[config.mk]
export PLATFORM = sky130hd
export DESIGN_NAME = mem_req_arbiter
export DESIGN_NICKNAME = d
export VERILOG_FILES = /design/src/rtl/mem_req_arbiter.sv
export SDC_FILE = /design/constraint.sdc
export NUM_CORES = 1
export LEC_CHECK = 0
export ABC_AREA = 0
export BUFFER_PORTS_ARGS = -buffer_cell sky130_fd_sc_hd__buf_2
export CAP_MARGIN = 20
export CORE_AREA = 5 5 310 312
export DETAILED_ROUTE_END_ITERATION = 7
export DIE_AREA = 0 0 315 317
export SETUP_SLACK_MARGIN = 0.5
export SLEW_MARGIN = 20
export SYNTH_ARGS = -nofsm -noshare
export SYNTH_HDL_FRONTEND = slang
export SYNTH_SLANG_ARGS = --single-unit
[constraint.sdc]
create_clock -name i_clk -period 2.96 [get_ports i_clk]
set_clock_uncertainty 0.2 [all_clocks]
set_input_delay 0.444 -clock i_clk [delete_from_list [all_inputs] [get_ports i_clk]]
set_output_delay 0.444 -clock i_clk [all_outputs]
set_load 0.01 [all_outputs]
[src/rtl/mem_req_arbiter.sv]
// mem_req_arbiter: N-port write/read request arbiter feeding a one-entry
// registered memory command stage, with a tag FIFO that steers returning
// read beats back to the port that issued the burst.
module mem_req_arbiter #(
  parameter int NUM_PORTS    = 2,
  parameter int ADDR_BITS    = 25,
  parameter int DATA_WIDTH   = 128,
  parameter int READ_BURST   = 8,
  parameter int TAG_DEPTH    = 8,
  parameter int WRITE_STREAK = 4
) (
  input  logic                            i_clk,
  input  logic                            i_reset,
  input  logic [NUM_PORTS*ADDR_BITS-1:0]  i_waddr,
  input  logic [NUM_PORTS*DATA_WIDTH-1:0] i_wdata,
  input  logic [NUM_PORTS-1:0]            i_wdata_have,
  output logic [NUM_PORTS-1:0]            o_wdata_accept,
  input  logic [NUM_PORTS*ADDR_BITS-1:0]  i_raddr,
  input  logic [NUM_PORTS-1:0]            i_rdata_req,
  output logic [NUM_PORTS-1:0]            o_rdata_req_accepted,
  output logic [DATA_WIDTH-1:0]           o_rdata,
  output logic [NUM_PORTS-1:0]            o_rdata_valid,
  output logic                            o_rdata_lastword,
  output logic [ADDR_BITS-1:0]            o_mem_address,
  output logic [DATA_WIDTH-1:0]           o_mem_wdata,
  output logic [3:0]                      o_mem_size,
  output logic                            o_mem_write_req,
  output logic                            o_mem_read_req,
  output logic                            o_mem_burstbegin,
  output logic                            o_err_unexpected,
  output logic [$clog2(TAG_DEPTH):0]      o_outstanding,
  input  logic                            i_mem_ready,
  input  logic [DATA_WIDTH-1:0]           i_mem_rdata,
  input  logic                            i_mem_rdata_valid,
  input  logic                            i_mem_init_done
);

  localparam int PW  = (NUM_PORTS > 1) ? $clog2(NUM_PORTS) : 1;
  localparam int TAW = (TAG_DEPTH > 1) ? $clog2(TAG_DEPTH) : 1;
  localparam int CW  = $clog2(TAG_DEPTH) + 1;
  localparam int SW  = $clog2(WRITE_STREAK + 1);

  typedef enum logic {
    WRITE_PRI = 1'b0,
    READ_PRI  = 1'b1
  } mode_t;

  // Per-port views of the packed request buses
  logic [ADDR_BITS-1:0]  waddr_arr [NUM_PORTS];
  logic [DATA_WIDTH-1:0] wdata_arr [NUM_PORTS];
  logic [ADDR_BITS-1:0]  raddr_arr [NUM_PORTS];

  for (genvar gi = 0; gi < NUM_PORTS; gi++) begin : g_unpack
    assign waddr_arr[gi] = i_waddr[gi*ADDR_BITS +: ADDR_BITS];
    assign wdata_arr[gi] = i_wdata[gi*DATA_WIDTH +: DATA_WIDTH];
    assign raddr_arr[gi] = i_raddr[gi*ADDR_BITS +: ADDR_BITS];
  end

  // Round-robin search starting one past the last granted port; returns {found, index}
  function automatic logic [PW:0] rr_pick(input logic [NUM_PORTS-1:0] req,
                                          input logic [PW-1:0] ptr);
    logic [PW-1:0] idx;
    logic          found;
    logic [PW-1:0] sel;
    idx   = ptr;
    found = 1'b0;
    sel   = '0;
    for (int i = 0; i < NUM_PORTS; i++) begin
      if (idx == PW'(NUM_PORTS - 1)) idx = '0;
      else                           idx = idx + PW'(1);
      if (!found && req[idx]) begin
        found = 1'b1;
        sel   = idx;
      end
    end
    return {found, sel};
  endfunction

  function automatic logic [NUM_PORTS-1:0] onehot(input logic [PW-1:0] idx);
    logic [NUM_PORTS-1:0] v;
    v      = '0;
    v[idx] = 1'b1;
    return v;
  endfunction

  // State
  logic                  init_done_reg;
  logic                  stage_full_reg;
  logic                  stage_write_reg;
  logic [ADDR_BITS-1:0]  stage_addr_reg;
  logic [DATA_WIDTH-1:0] stage_data_reg;
  mode_t                 mode_reg, mode_next;
  logic [SW-1:0]         streak_reg, streak_next;
  logic [PW-1:0]         wptr_reg, rptr_reg;
  logic [PW-1:0]         tag_mem [TAG_DEPTH];
  logic [TAW-1:0]        tag_wr_reg, tag_rd_reg;
  logic [CW-1:0]         tag_count_reg;
  logic [3:0]            beat_cnt_reg;
  logic [DATA_WIDTH-1:0] rdata_reg;
  logic [NUM_PORTS-1:0]  rvalid_reg;
  logic                  last_reg;
  logic                  err_reg;

  // Combinational control
  logic          present, consume, can_load;
  logic          have_tag, last_beat, pop, tag_space;
  logic          w_found, r_found;
  logic [PW-1:0] w_sel, r_sel;
  logic          grant_w, grant_r;
  logic [PW-1:0] head_tag;

  assign present   = stage_full_reg & init_done_reg;
  assign consume   = present & i_mem_ready;
  assign can_load  = ~stage_full_reg | consume;
  assign have_tag  = (tag_count_reg != '0);
  assign last_beat = (beat_cnt_reg == 4'(READ_BURST - 1));
  assign pop       = i_mem_rdata_valid & have_tag & last_beat;
  // A burst completing this cycle frees its slot in time for a new push
  assign tag_space = (tag_count_reg != CW'(TAG_DEPTH)) | pop;
  assign head_tag  = tag_mem[tag_rd_reg];

  assign {w_found, w_sel} = rr_pick(i_wdata_have, wptr_reg);
  assign {r_found, r_sel} = rr_pick(i_rdata_req, rptr_reg);

  // Pick at most one grant, class order decided by the current mode
  always_comb begin
    grant_w = 1'b0;
    grant_r = 1'b0;
    if (can_load && !i_reset) begin
      if (mode_reg == WRITE_PRI) begin
        if (w_found)                    grant_w = 1'b1;
        else if (r_found && tag_space)  grant_r = 1'b1;
      end else begin
        if (r_found && tag_space)       grant_r = 1'b1;
        else if (w_found)               grant_w = 1'b1;
      end
    end
  end

  // Write streak limits write starvation of pending reads
  always_comb begin
    streak_next = streak_reg;
    mode_next   = mode_reg;
    if (grant_r)
      streak_next = '0;
    else if (grant_w && (|i_rdata_req) && (streak_reg != SW'(WRITE_STREAK)))
      streak_next = streak_reg + SW'(1);
    if (grant_r)
      mode_next = WRITE_PRI;
    else if (streak_next == SW'(WRITE_STREAK))
      mode_next = READ_PRI;
  end

  assign o_wdata_accept       = grant_w ? onehot(w_sel) : '0;
  assign o_rdata_req_accepted = grant_r ? onehot(r_sel) : '0;

  // Command stage occupancy and registered calibration flag
  always_ff @(posedge i_clk) begin
    if (i_reset) begin
      init_done_reg   <= 1'b0;
      stage_full_reg  <= 1'b0;
      stage_write_reg <= 1'b0;
    end else begin
      init_done_reg  <= i_mem_init_done;
      stage_full_reg <= (stage_full_reg & ~consume) | grant_w | grant_r;
      if (grant_w)      stage_write_reg <= 1'b1;
      else if (grant_r) stage_write_reg <= 1'b0;
    end
  end

  // Command stage payload, loaded from the granted port
  always_ff @(posedge i_clk) begin
    if (grant_w) begin
      stage_addr_reg <= waddr_arr[w_sel];
      stage_data_reg <= wdata_arr[w_sel];
    end else if (grant_r) begin
      stage_addr_reg <= raddr_arr[r_sel];
    end
  end

  // Mode FSM with streak counter and round-robin pointers
  always_ff @(posedge i_clk) begin
    if (i_reset) begin
      mode_reg   <= WRITE_PRI;
      streak_reg <= '0;
      wptr_reg   <= '0;
      rptr_reg   <= '0;
    end else begin
      mode_reg   <= mode_next;
      streak_reg <= streak_next;
      if (grant_w) wptr_reg <= w_sel;
      if (grant_r) rptr_reg <= r_sel;
    end
  end

  // Tag storage: port index of each outstanding read burst
  always_ff @(posedge i_clk) begin
    if (grant_r) tag_mem[tag_wr_reg] <= r_sel;
  end

  // Tag FIFO pointers and occupancy
  always_ff @(posedge i_clk) begin
    if (i_reset) begin
      tag_wr_reg    <= '0;
      tag_rd_reg    <= '0;
      tag_count_reg <= '0;
    end else begin
      if (grant_r)
        tag_wr_reg <= (tag_wr_reg == TAW'(TAG_DEPTH - 1)) ? '0 : tag_wr_reg + TAW'(1);
      if (pop)
        tag_rd_reg <= (tag_rd_reg == TAW'(TAG_DEPTH - 1)) ? '0 : tag_rd_reg + TAW'(1);
      if (grant_r && !pop)      tag_count_reg <= tag_count_reg + CW'(1);
      else if (!grant_r && pop) tag_count_reg <= tag_count_reg - CW'(1);
    end
  end

  // Return path: register beat, steer to head tag, count beats within burst
  always_ff @(posedge i_clk) begin
    rdata_reg <= i_mem_rdata;
    if (i_reset) begin
      rvalid_reg   <= '0;
      last_reg     <= 1'b0;
      err_reg      <= 1'b0;
      beat_cnt_reg <= '0;
    end else begin
      rvalid_reg <= '0;
      last_reg   <= 1'b0;
      if (i_mem_rdata_valid) begin
        if (have_tag) begin
          rvalid_reg   <= onehot(head_tag);
          last_reg     <= last_beat;
          beat_cnt_reg <= last_beat ? 4'd0 : beat_cnt_reg + 4'd1;
        end else begin
          err_reg <= 1'b1;
        end
      end
    end
  end

  assign o_rdata          = rdata_reg;
  assign o_rdata_valid    = rvalid_reg;
  assign o_rdata_lastword = last_reg;
  assign o_err_unexpected = err_reg;
  assign o_outstanding    = tag_count_reg;

  assign o_mem_address    = stage_addr_reg;
  assign o_mem_wdata      = stage_data_reg;
  assign o_mem_size       = stage_write_reg ? 4'd1 : 4'(READ_BURST);
  assign o_mem_write_req  = present & stage_write_reg;
  assign o_mem_read_req   = present & ~stage_write_reg;
  assign o_mem_burstbegin = present;

endmodule

==> flow_summary.yaml, run 1 <==
run_status:
  outcome: "finished, final reports clean"
global_routing:
  grt_pass1_wl_mm: 77.89
  grt.total_usage: 0.1053
  grt_antenna_before_repair: 15
  grt_max_degree: 65
  gr-total-overflow: 0
  first_global_vias: 12027
timing:
  slew_headroom: 0.3824
  final-max-slew-violation-count: 0
  rsz0062_at_grt: "true"
  setup-tns-final_ns: 0
  achievable-frequency_mhz: 361.3
  final.hold.worst_slack_ns: 0.06075
  timing.final.hold_violations: 0
  final.period_utilization: 0.9351
  min_period_ns: 2.768
  worst_pin_slew_ns: 0.9145
  setup-violations-final: 0
  fin_ws_ns: 0.1922
placement:
  dp_hpwl_mm: 43.07
  place_area_sq_um: 17080
  preCtsSetupSlack_ns: 0.1255
  routabilityCongestion: 0.7875
  portBuffers: 790
route:
  routed_wirelength_mm: 58.89
  drt_first_pass_iters: 4
  post-route-drc-count: 0
  drtAntennaViolNets: 0
  drt-vias-per-instance: 3.389
  drt-initial-drc-count: 647
  routedWlPerCell_microns: 18.17
  routed-via-count: 10985
clock_tree:
  cts_root_buffer: "sky130_fd_sc_hd__clkbuf_16"
  clk_latency_ns: 0.56
  ctsHtreeMaxLevel: 2
  cts_tree: "done"
  numClockSinks: 319
  clock_path_buffers: 3
  cts_made_buffers: 38
  clk_pin_slew_ns: 0.06
logic_synthesis:
  syn-mean-instance-area_sq_um: 16.30
  cells_after_synthesis: 698
  synth_edf_count: 161
  ys_dominant_reg_cell: "sky130_fd_sc_hd__edfxtp_1"
  synth_seq_area_share: 0.7028
  synth-seq-cells: 319
  synthesis.yosys.warnings: 0
  mappedNetlistArea_sq_um: 11380
  netlist-cell-type-count: 53
  ys_async_sr_fraction: 0
worst_setup_path:
  timing_worst_setup_path_type: "flip-flop to flip-flop"
  worstPathRequired_ns: 3.21
  worst-path-max-fanout: 4
  startpoint_type: "flip-flop"
  cp-end-kind: "flip-flop"
  arr_time_crit_path_ns: 3.02
finish:
  layout-drive-gt1-share: 0.5348
  finalInstanceArea_sq_um: 22750
  layout-area-overhead-vs-synth_pct: 99.95
  fin_util: 0.2453
  n_fill_cell: 9662
  finalNetCount: 2455
floorplan:
  core_footprint_sq_um: 92770
  fp.dieH_microns: 317
  rows: 112
  ios: 793
  dieArea_sq_um: 99860
  die_x_microns: 315
  start_util: 0.1227
power:
  max-vdd-ir-drop_v: 0.0004172
  leakagePower_uw: 0.009858
  power.density_nw_per_um2: 510.5
worst_hold_path:
  timing.hold.worst.class: "input pin to flip-flop"
run:
  max-cap-violations: 0
==> path summary, 6_finish.rpt <==
check              startpoint                 to  slack, ns  depth (start not counted)
min               i_raddr[24]  o_mem_address[24]       0.06                          3
max          o_outstanding[0]   o_outstanding[3]       0.19                         11
min reg2reg  o_err_unexpected   o_err_unexpected       0.30                          2
max reg2reg  o_outstanding[0]   o_outstanding[3]       0.19                         11
==> Yosys cell counts, types with 7 or more instances <==
cell                       count  share of area
sky130_fd_sc_hd__mux2_2      129           0.13
sky130_fd_sc_hd__dfxtp_1     158           0.28
sky130_fd_sc_hd__buf_2        17         0.0075
sky130_fd_sc_hd__nand3_1       9         0.0040
sky130_fd_sc_hd__o21ai_0       7         0.0031
sky130_fd_sc_hd__inv_1         9         0.0030
sky130_fd_sc_hd__nand2_1       9         0.0030
sky130_fd_sc_hd__mux2i_1      80          0.070
sky130_fd_sc_hd__edfxtp_1    161           0.42
sky130_fd_sc_hd__buf_4         7         0.0046
sky130_fd_sc_hd__a21oi_1      16         0.0070
sky130_fd_sc_hd__nor2_1       17         0.0056
sky130_fd_sc_hd__ha_1         10          0.011
==> cells by family after synthesis <==
logic type,count (synthesis),share of synthesized area
AO/OA/AOI/OAI,43,0.02529
adder cells (fa/ha/maj),11,0.01275
multiplexers,212,0.2030
AND/OR/NAND/NOR,70,0.03518
XOR/XNOR,3,0.002309
buffers and inverters,39,0.01836
other,1,0.0003295
flip-flops,319,0.7028
==> layout make-up <==
| type | instances | area [sq um] | share of cell area |
|---|---|---|---|
| repair buffers | 1242 | 8543 | 0.3755 |
| flip-flops and latches | 319 | 8014 | 0.3522 |
| multi-input cells | 341 | 3318 | 0.1458 |
| well taps | 1254 | 1569 | 0.06896 |
| clock buffers | 58 | 1151 | 0.05059 |
| clock inverters | 11 | 101.3 | 0.004454 |
| inverters | 9 | 38.79 | 0.001705 |
| diodes | 7 | 17.52 | 0.0007699 |
==> through the flow <==
stage / power [uW] / std cells
after detailed placement: 6459 / 2734
final: 11620 / 3241
after CTS: 11770 / 3226
after floorplan: 5640 / 699
after global routing: 12130 / 3236
after global placement: 6444 / 2734
==> worst max-delay path, cell delays in order, from the launching register on <==
cell and delay, ns:
sky130_fd_sc_hd__dfxtp_4 0.36, sky130_fd_sc_hd__buf_6 0.12, sky130_fd_sc_hd__o41a_4 0.48, sky130_fd_sc_hd__and2_4 0.16, sky130_fd_sc_hd__inv_4 0.06, sky130_fd_sc_hd__ha_4 0.13, sky130_fd_sc_hd__inv_4 0.05, sky130_fd_sc_hd__ha_4 0.20
sky130_fd_sc_hd__a21o_2 0.19, sky130_fd_sc_hd__a21oi_2 0.13, sky130_fd_sc_hd__mux2i_1 0.23, sky130_fd_sc_hd__mux2_2 0.34
==> power breakdown <==
| group | switching, uW | leakage [uW] | total (uW) | internal [uW] |
|---|---|---|---|---|
| combinational | 822 | 0.00641 | 1900 | 1080 |
| clock | 1930 | 0.000617 | 4710 | 2780 |
| sequential | 85.7 | 0.00283 | 5010 | 4920 |
==> placed cells by master, fill, tap and decap left out, types with 6 or more instances in the layout <==
cell,instances
sky130_fd_sc_hd__nor2_1,16
sky130_fd_sc_hd__ha_1,6
sky130_fd_sc_hd__edfxtp_1,161
sky130_fd_sc_hd__mux2_2,129
sky130_fd_sc_hd__a21oi_1,15
sky130_fd_sc_hd__clkbuf_1,12
sky130_fd_sc_hd__buf_2,787
sky130_fd_sc_hd__buf_4,31
sky130_fd_sc_hd__dlygate4sd3_1,405
sky130_fd_sc_hd__mux2i_1,80
sky130_fd_sc_hd__clkinv_2,7
sky130_fd_sc_hd__dfxtp_1,153
sky130_fd_sc_hd__o21ai_0,7
sky130_fd_sc_hd__clkbuf_16,44
sky130_fd_sc_hd__diode_2,7
sky130_fd_sc_hd__nand3_1,8
sky130_fd_sc_hd__nand2_1,8
sky130_fd_sc_hd__buf_6,10
==> metal layers <==
metal | GRT usage | routed length, microns | up-vias
met5 | 0 | 27 | -
met4 | 0.04509 | 2414 | 4
met3 | 0.04835 | 7057 | 112
met2 | 0.1825 | 28840 | 622
met1 | 0.1105 | 20540 | 5136
li1 | - | - | 5111
==> what timing repair did <==
item | in CTS | in global routing
setup endpoints to repair | 6 | 84
hold buffers | 405 | 0
cloned | 0 | 2
resized for setup | 10 | 17
setup buffers | 18 | 6
pin swaps | 7 | 5
hold endpoints to repair | 271 | 0
No activity file was read; power rests on OpenSTA's default activity.
==> inputs of run 2 (changes only) <==
==> constraint.sdc (replaced) <==
create_clock -name i_clk -period 3.38 [get_ports i_clk]
set_clock_uncertainty 0.2 [all_clocks]
set_input_delay 0.845 -clock i_clk [delete_from_list [all_inputs] [get_ports i_clk]]
set_output_delay 0.845 -clock i_clk [all_outputs]
set_load 0.01 [all_outputs]
==> flow_summary.yaml, run 2 (synthesized netlist as in run 1, its figures left out) <==
floorplan:
  rows: 112
  die_x_microns: 315
  start_util: 0.1227
  fp.dieH_microns: 317
  ios: 793
  core_footprint_sq_um: 92770
  dieArea_sq_um: 99860
global_routing:
  grt_max_degree: 93
  grt.total_usage: 0.09392
  grt_antenna_before_repair: 25
  first_global_vias: 9327
  gr-total-overflow: 0
  grt_pass1_wl_mm: 66.76
clock_tree:
  clk_latency_ns: 0.56
  cts_made_buffers: 39
  postCtsHoldBufs: 0
  cts_root_buffer: "sky130_fd_sc_hd__clkbuf_16"
  ctsHtreeMaxLevel: 2
  clk_pin_slew_ns: 0.06
  numClockSinks: 319
  cts_tree: "done"
  clock_path_buffers: 3
placement:
  preCtsSetupSlack_ns: 0.2387
  routabilityCongestion: 0.8264
  dp_hpwl_mm: 42.81
  portBuffers: 790
route:
  drt_first_pass_iters: 4
  routed_wirelength_mm: 51.86
  detail_route_met3_wl_mm: 7.136
  drtAntennaViolNets: 0
  met2WireLength_mm: 24.51
  drt-initial-drc-count: 578
  drt-vias-per-instance: 3.203
  top_signal_layer_used: "met5"
  routedWlPerCell_microns: 18.37
  post-route-drc-count: 0
  wirelength_met1_mm: 18.71
  routed-via-count: 9043
finish:
  finalNetCount: 2034
  multiInputGateArea_sq_um: 3309
  regArea_sq_um: 8005
  final_common_cell: "sky130_fd_sc_hd__buf_2"
  layout-drive-gt1-share: 0.6656
  most_used_cells_in_the_layout_excluding_fill_and_tap_cells: "sky130_fd_sc_hd__buf_2 (788), sky130_fd_sc_hd__edfxtp_1 (161), sky130_fd_sc_hd__dfxtp_1 (152), sky130_fd_sc_hd__mux2_2 (129), sky130_fd_sc_hd__mux2i_1 (80)"
  layout-area-overhead-vs-synth_pct: 62.44
  n_fill_cell: 10099
worst_hold_path:
  timing.hold.worst.class: "input pin to flip-flop"
run_status:
  outcome: "finished, final reports clean"
run:
  max-cap-violations: 0
timing:
  setup-violations-final: 0
  slew_headroom: 0.3894
  final-max-slew-violation-count: 0
  achievable-frequency_mhz: 323.8
  min_period_ns: 3.089
  setup-tns-final_ns: 0
  rsz0062_at_grt: "true"
  worst_pin_slew_ns: 0.9041
  final.period_utilization: 0.9138
  fin_ws_ns: 0.2914
  timing.final.hold_violations: 0
worst_setup_path:
  arr_time_crit_path_ns: 2.04
  worst-path-max-fanout: 4
  startpoint_type: "flip-flop"
  timing_worst_setup_path_type: "flip-flop to output port"
  cp-end-kind: "output port"
  worstPathRequired_ns: 2.33
power:
  fin_total_pwr_uw: 9750
  max-vdd-ir-drop_v: 0.0002943
  power.density_nw_per_um2: 527.5
  leakagePower_uw: 0.008059
run 2: cell types whose count changed in the layout (fill, tap and decap cells not counted), moves of 3 or more:
cell                            previous run  this run
sky130_fd_sc_hd__buf_4                    31        21
sky130_fd_sc_hd__buf_6                    10         7
sky130_fd_sc_hd__clkbuf_16                44        41
sky130_fd_sc_hd__clkinv_2                  7         2
sky130_fd_sc_hd__dfxtp_2                   1         6
sky130_fd_sc_hd__dfxtp_4                   4         0
sky130_fd_sc_hd__dlygate4sd3_1           405         0
run 2: worst max-delay path, stage by stage (launching register included):
cell                      delay (ns)
sky130_fd_sc_hd__dfxtp_2        0.32
sky130_fd_sc_hd__buf_6          0.12
sky130_fd_sc_hd__nor4b_4        0.37
sky130_fd_sc_hd__a21oi_4        0.11
sky130_fd_sc_hd__buf_6          0.13
sky130_fd_sc_hd__a21oi_4        0.16
sky130_fd_sc_hd__nor2b_4        0.17
sky130_fd_sc_hd__buf_6          0.10
run 2: layout make-up:
type	instances	area share
Multi-Input combinational cell	341	0.1790
Antenna cell	8	0.001083
Clock buffer	60	0.06207
Timing Repair Buffer	820	0.2305
Clock inverter	12	0.007446
Tap cell	1254	0.08488
Sequential cell	319	0.4331
Inverter	9	0.001963
run 2: worst paths after layout:
kind / startpoint / to / slack, ns / cells past startpoint
worst max-delay path: o_outstanding[1] / o_wdata_accept[0] / 0.29 / 7
worst min-delay path: i_mem_rdata[31] / o_rdata[31] / 0.16 / 1
worst max register to register: o_outstanding[1] / o_outstanding[3] / 0.42 / 15
worst min register to register: o_err_unexpected / o_err_unexpected / 0.28 / 2
run 2: metal layers:
metal | track usage | vias up
li1 | - | 4277
met1 | 0.1046 | 4118
met2 | 0.1529 | 549
met3 | 0.05187 | 83
met4 | 0.03188 | 16
met5 | 0 | -
run 2: timing repair:
| action | 4_1_cts | 5_1_grt |
|---|---|---|
| buffers inserted | 15 | 4 |
| setup endpoints to repair | 5 | 5 |
| gates resized for setup | 13 | 6 |
| pin swaps | 6 | 4 |
run 2: metrics by stage:
step | hold slack, ns | util | cells | instance area [sq um]
after CTS | 0.08508 | 0.1984 | 2811 | 18410
after global placement | 0.2489 | 0.1829 | 2724 | 16960
after global routing | 0.1115 | 0.1991 | 2816 | 18470
after detailed placement | 0.2640 | 0.1829 | 2724 | 16960
final | 0.1621 | 0.1993 | 2823 | 18490
after floorplan | 0.2507 | - | 699 | 11480
run 2: power by group:
group          total (uW)  switching [uW]  internal, uW
sequential           4390            76.0          4310
clock                4190            1750          2450
combinational        1170             594           574
total                9750            2420          7330
==> inputs of run 3 (changes only) <==
CTS_CLUSTER_SIZE = 24   (was unset)
clock period = 3.7 ns   (was 3.38 ns; I/O delays follow)
==> flow_summary.yaml, run 3 (synthesized netlist as in run 1, its figures left out) <==
run_status:
  outcome: "finished, final reports clean"
floorplan:
  fp.dieH_microns: 317
  dieArea_sq_um: 99860
  die_x_microns: 315
  ios: 793
  start_util: 0.1227
  rows: 112
  core_footprint_sq_um: 92770
timing:
  timing.final.hold_violations: 0
  rsz0062_at_grt: "true"
  final.hold.worst_slack_ns: 0.2551
  min_period_ns: 3.131
  final.period_utilization: 0.8461
  fin_ws_ns: 0.5694
  achievable-frequency_mhz: 319.4
  final-max-slew-violation-count: 0
  worst_pin_slew_ns: 0.9348
  slew_headroom: 0.3687
  setup-violations-final: 0
  setup-tns-final_ns: 0
worst_setup_path:
  timing_worst_setup_path_type: "input pin to output port"
  crit_slowest_cell: "sky130_fd_sc_hd__o21ba_4"
  arr_time_crit_path_ns: 2.01
  worst-path-max-fanout: 23
  worstPathRequired_ns: 2.57
  cells_along_the_critical_path: "buf_2 -> buf_4 -> o21ba_4 -> nand2_4 -> a21oi_4 -> nor2b_1 -> buf_2"
  startpoint_type: "input pin"
  timing.critical_path.slowest_cell_delay_ns: 0.27
  cp-end-kind: "output port"
  crit_path_top_cell_by_count: "sky130_fd_sc_hd__buf_2"
placement:
  routabilityCongestion: 0.7978
  preCtsSetupSlack_ns: 0.3526
  dp_hpwl_mm: 39.84
  portBuffers: 790
power:
  leakagePower_uw: 0.007949
  max-vdd-ir-drop_v: 0.0003418
  fin_total_pwr_uw: 8598
  power.density_nw_per_um2: 472.2
finish:
  layout-area-overhead-vs-synth_pct: 60.00
  n_fill_cell: 10142
  layout-drive-gt1-share: 0.6636
  most_used_cells_in_the_layout_excluding_fill_and_tap_cells: "sky130_fd_sc_hd__buf_2 (790), sky130_fd_sc_hd__edfxtp_1 (161), sky130_fd_sc_hd__dfxtp_1 (152), sky130_fd_sc_hd__mux2_2 (129), sky130_fd_sc_hd__mux2i_1 (80)"
  final_common_cell: "sky130_fd_sc_hd__buf_2"
  finalNetCount: 2020
route:
  drt-vias-per-instance: 3.188
  routedWlPerCell_microns: 17.20
  routed-via-count: 8940
  routed_wirelength_mm: 48.22
  drt-initial-drc-count: 481
  post-route-drc-count: 0
  drt_first_pass_iters: 4
  drtAntennaViolNets: 0
clock_tree:
  cts_tree: "done"
  clk_latency_ns: 0.56
  cts_root_buffer: "sky130_fd_sc_hd__clkbuf_16"
  ctsHtreeMaxLevel: 2
  cts_made_buffers: 37
  clock_path_buffers: 3
  clk_pin_slew_ns: 0.06
  numClockSinks: 319
global_routing:
  grt_antenna_before_repair: 16
  grt.total_usage: 0.08726
  gr-total-overflow: 0
  grt_pass1_wl_mm: 63.14
  first_global_vias: 9342
  grt_max_degree: 98
run:
  max-cap-violations: 0
worst_hold_path:
  timing.hold.worst.class: "input pin to flip-flop"
[run 3: repair_timing]
| item | 4_1_cts | 5_1_grt |
|---|---|---|
| endpoints found under the setup margin | 3 | 4 |
| endpoints found under the hold margin | 0 | 0 |
| setup buffers | 5 | 3 |
| pin swaps | 4 | 2 |
| resized for setup | 7 | 6 |
| hold buffers | 0 | 0 |
[run 3: cell type report]
class | count | area [sq um] | area share
Sequential cell | 319 | 8010 | 0.4399
Timing Repair Buffer | 808 | 4143 | 0.2275
Multi-Input combinational cell | 341 | 3261 | 0.1791
Tap cell | 1254 | 1569 | 0.08617
Clock buffer | 51 | 1044 | 0.05731
Clock inverter | 15 | 130.1 | 0.007147
Inverter | 9 | 33.78 | 0.001855
Antenna cell | 7 | 17.52 | 0.0009621
[run 3: final timing paths]
check	slack, ns	cells past startpoint	from	to
setup / recovery	0.57	7	i_reset	o_wdata_accept[0]
setup reg to reg	0.69	11	o_outstanding[2]	o_outstanding[3]
hold reg to reg	0.27	2	o_err_unexpected	o_err_unexpected
hold / removal	0.26	1	i_mem_rdata[2]	o_rdata[2]
[run 3: power breakdown]
group	switching, uW	internal, uW	total, uW	leakage, uW
Combinational	516	510	1030	0.00454
Sequential	69.9	3940	4010	0.00283
Clock	1500	2060	3560	0.000581
[run 3: worst max-delay path: cells and delay by family]
family / cells / cell delay [ns]
AO/OA/AOI/OAI: 2 / 0.41
buffers and inverters: 3 / 0.46
AND/OR/NAND/NOR: 2 / 0.21
[run 3: per-stage QoR]
step | instance area [sq um] | cells | utilization
global placement | 16930 | 2723 | 0.1824
finish | 18210 | 2804 | 0.1963
global route | 18190 | 2798 | 0.1961
floorplan | 11450 | 699 | -
CTS | 18150 | 2794 | 0.1956
detailed placement | 16930 | 2723 | 0.1824
[run 3: metal layers]
layer,wire (microns),vias up,global-route usage
met4,1546,8,0.03329
met1,17300,4099,0.09926
met5,52,-,0
met2,22340,537,0.1406
li1,-,4232,-
met3,6981,64,0.04425
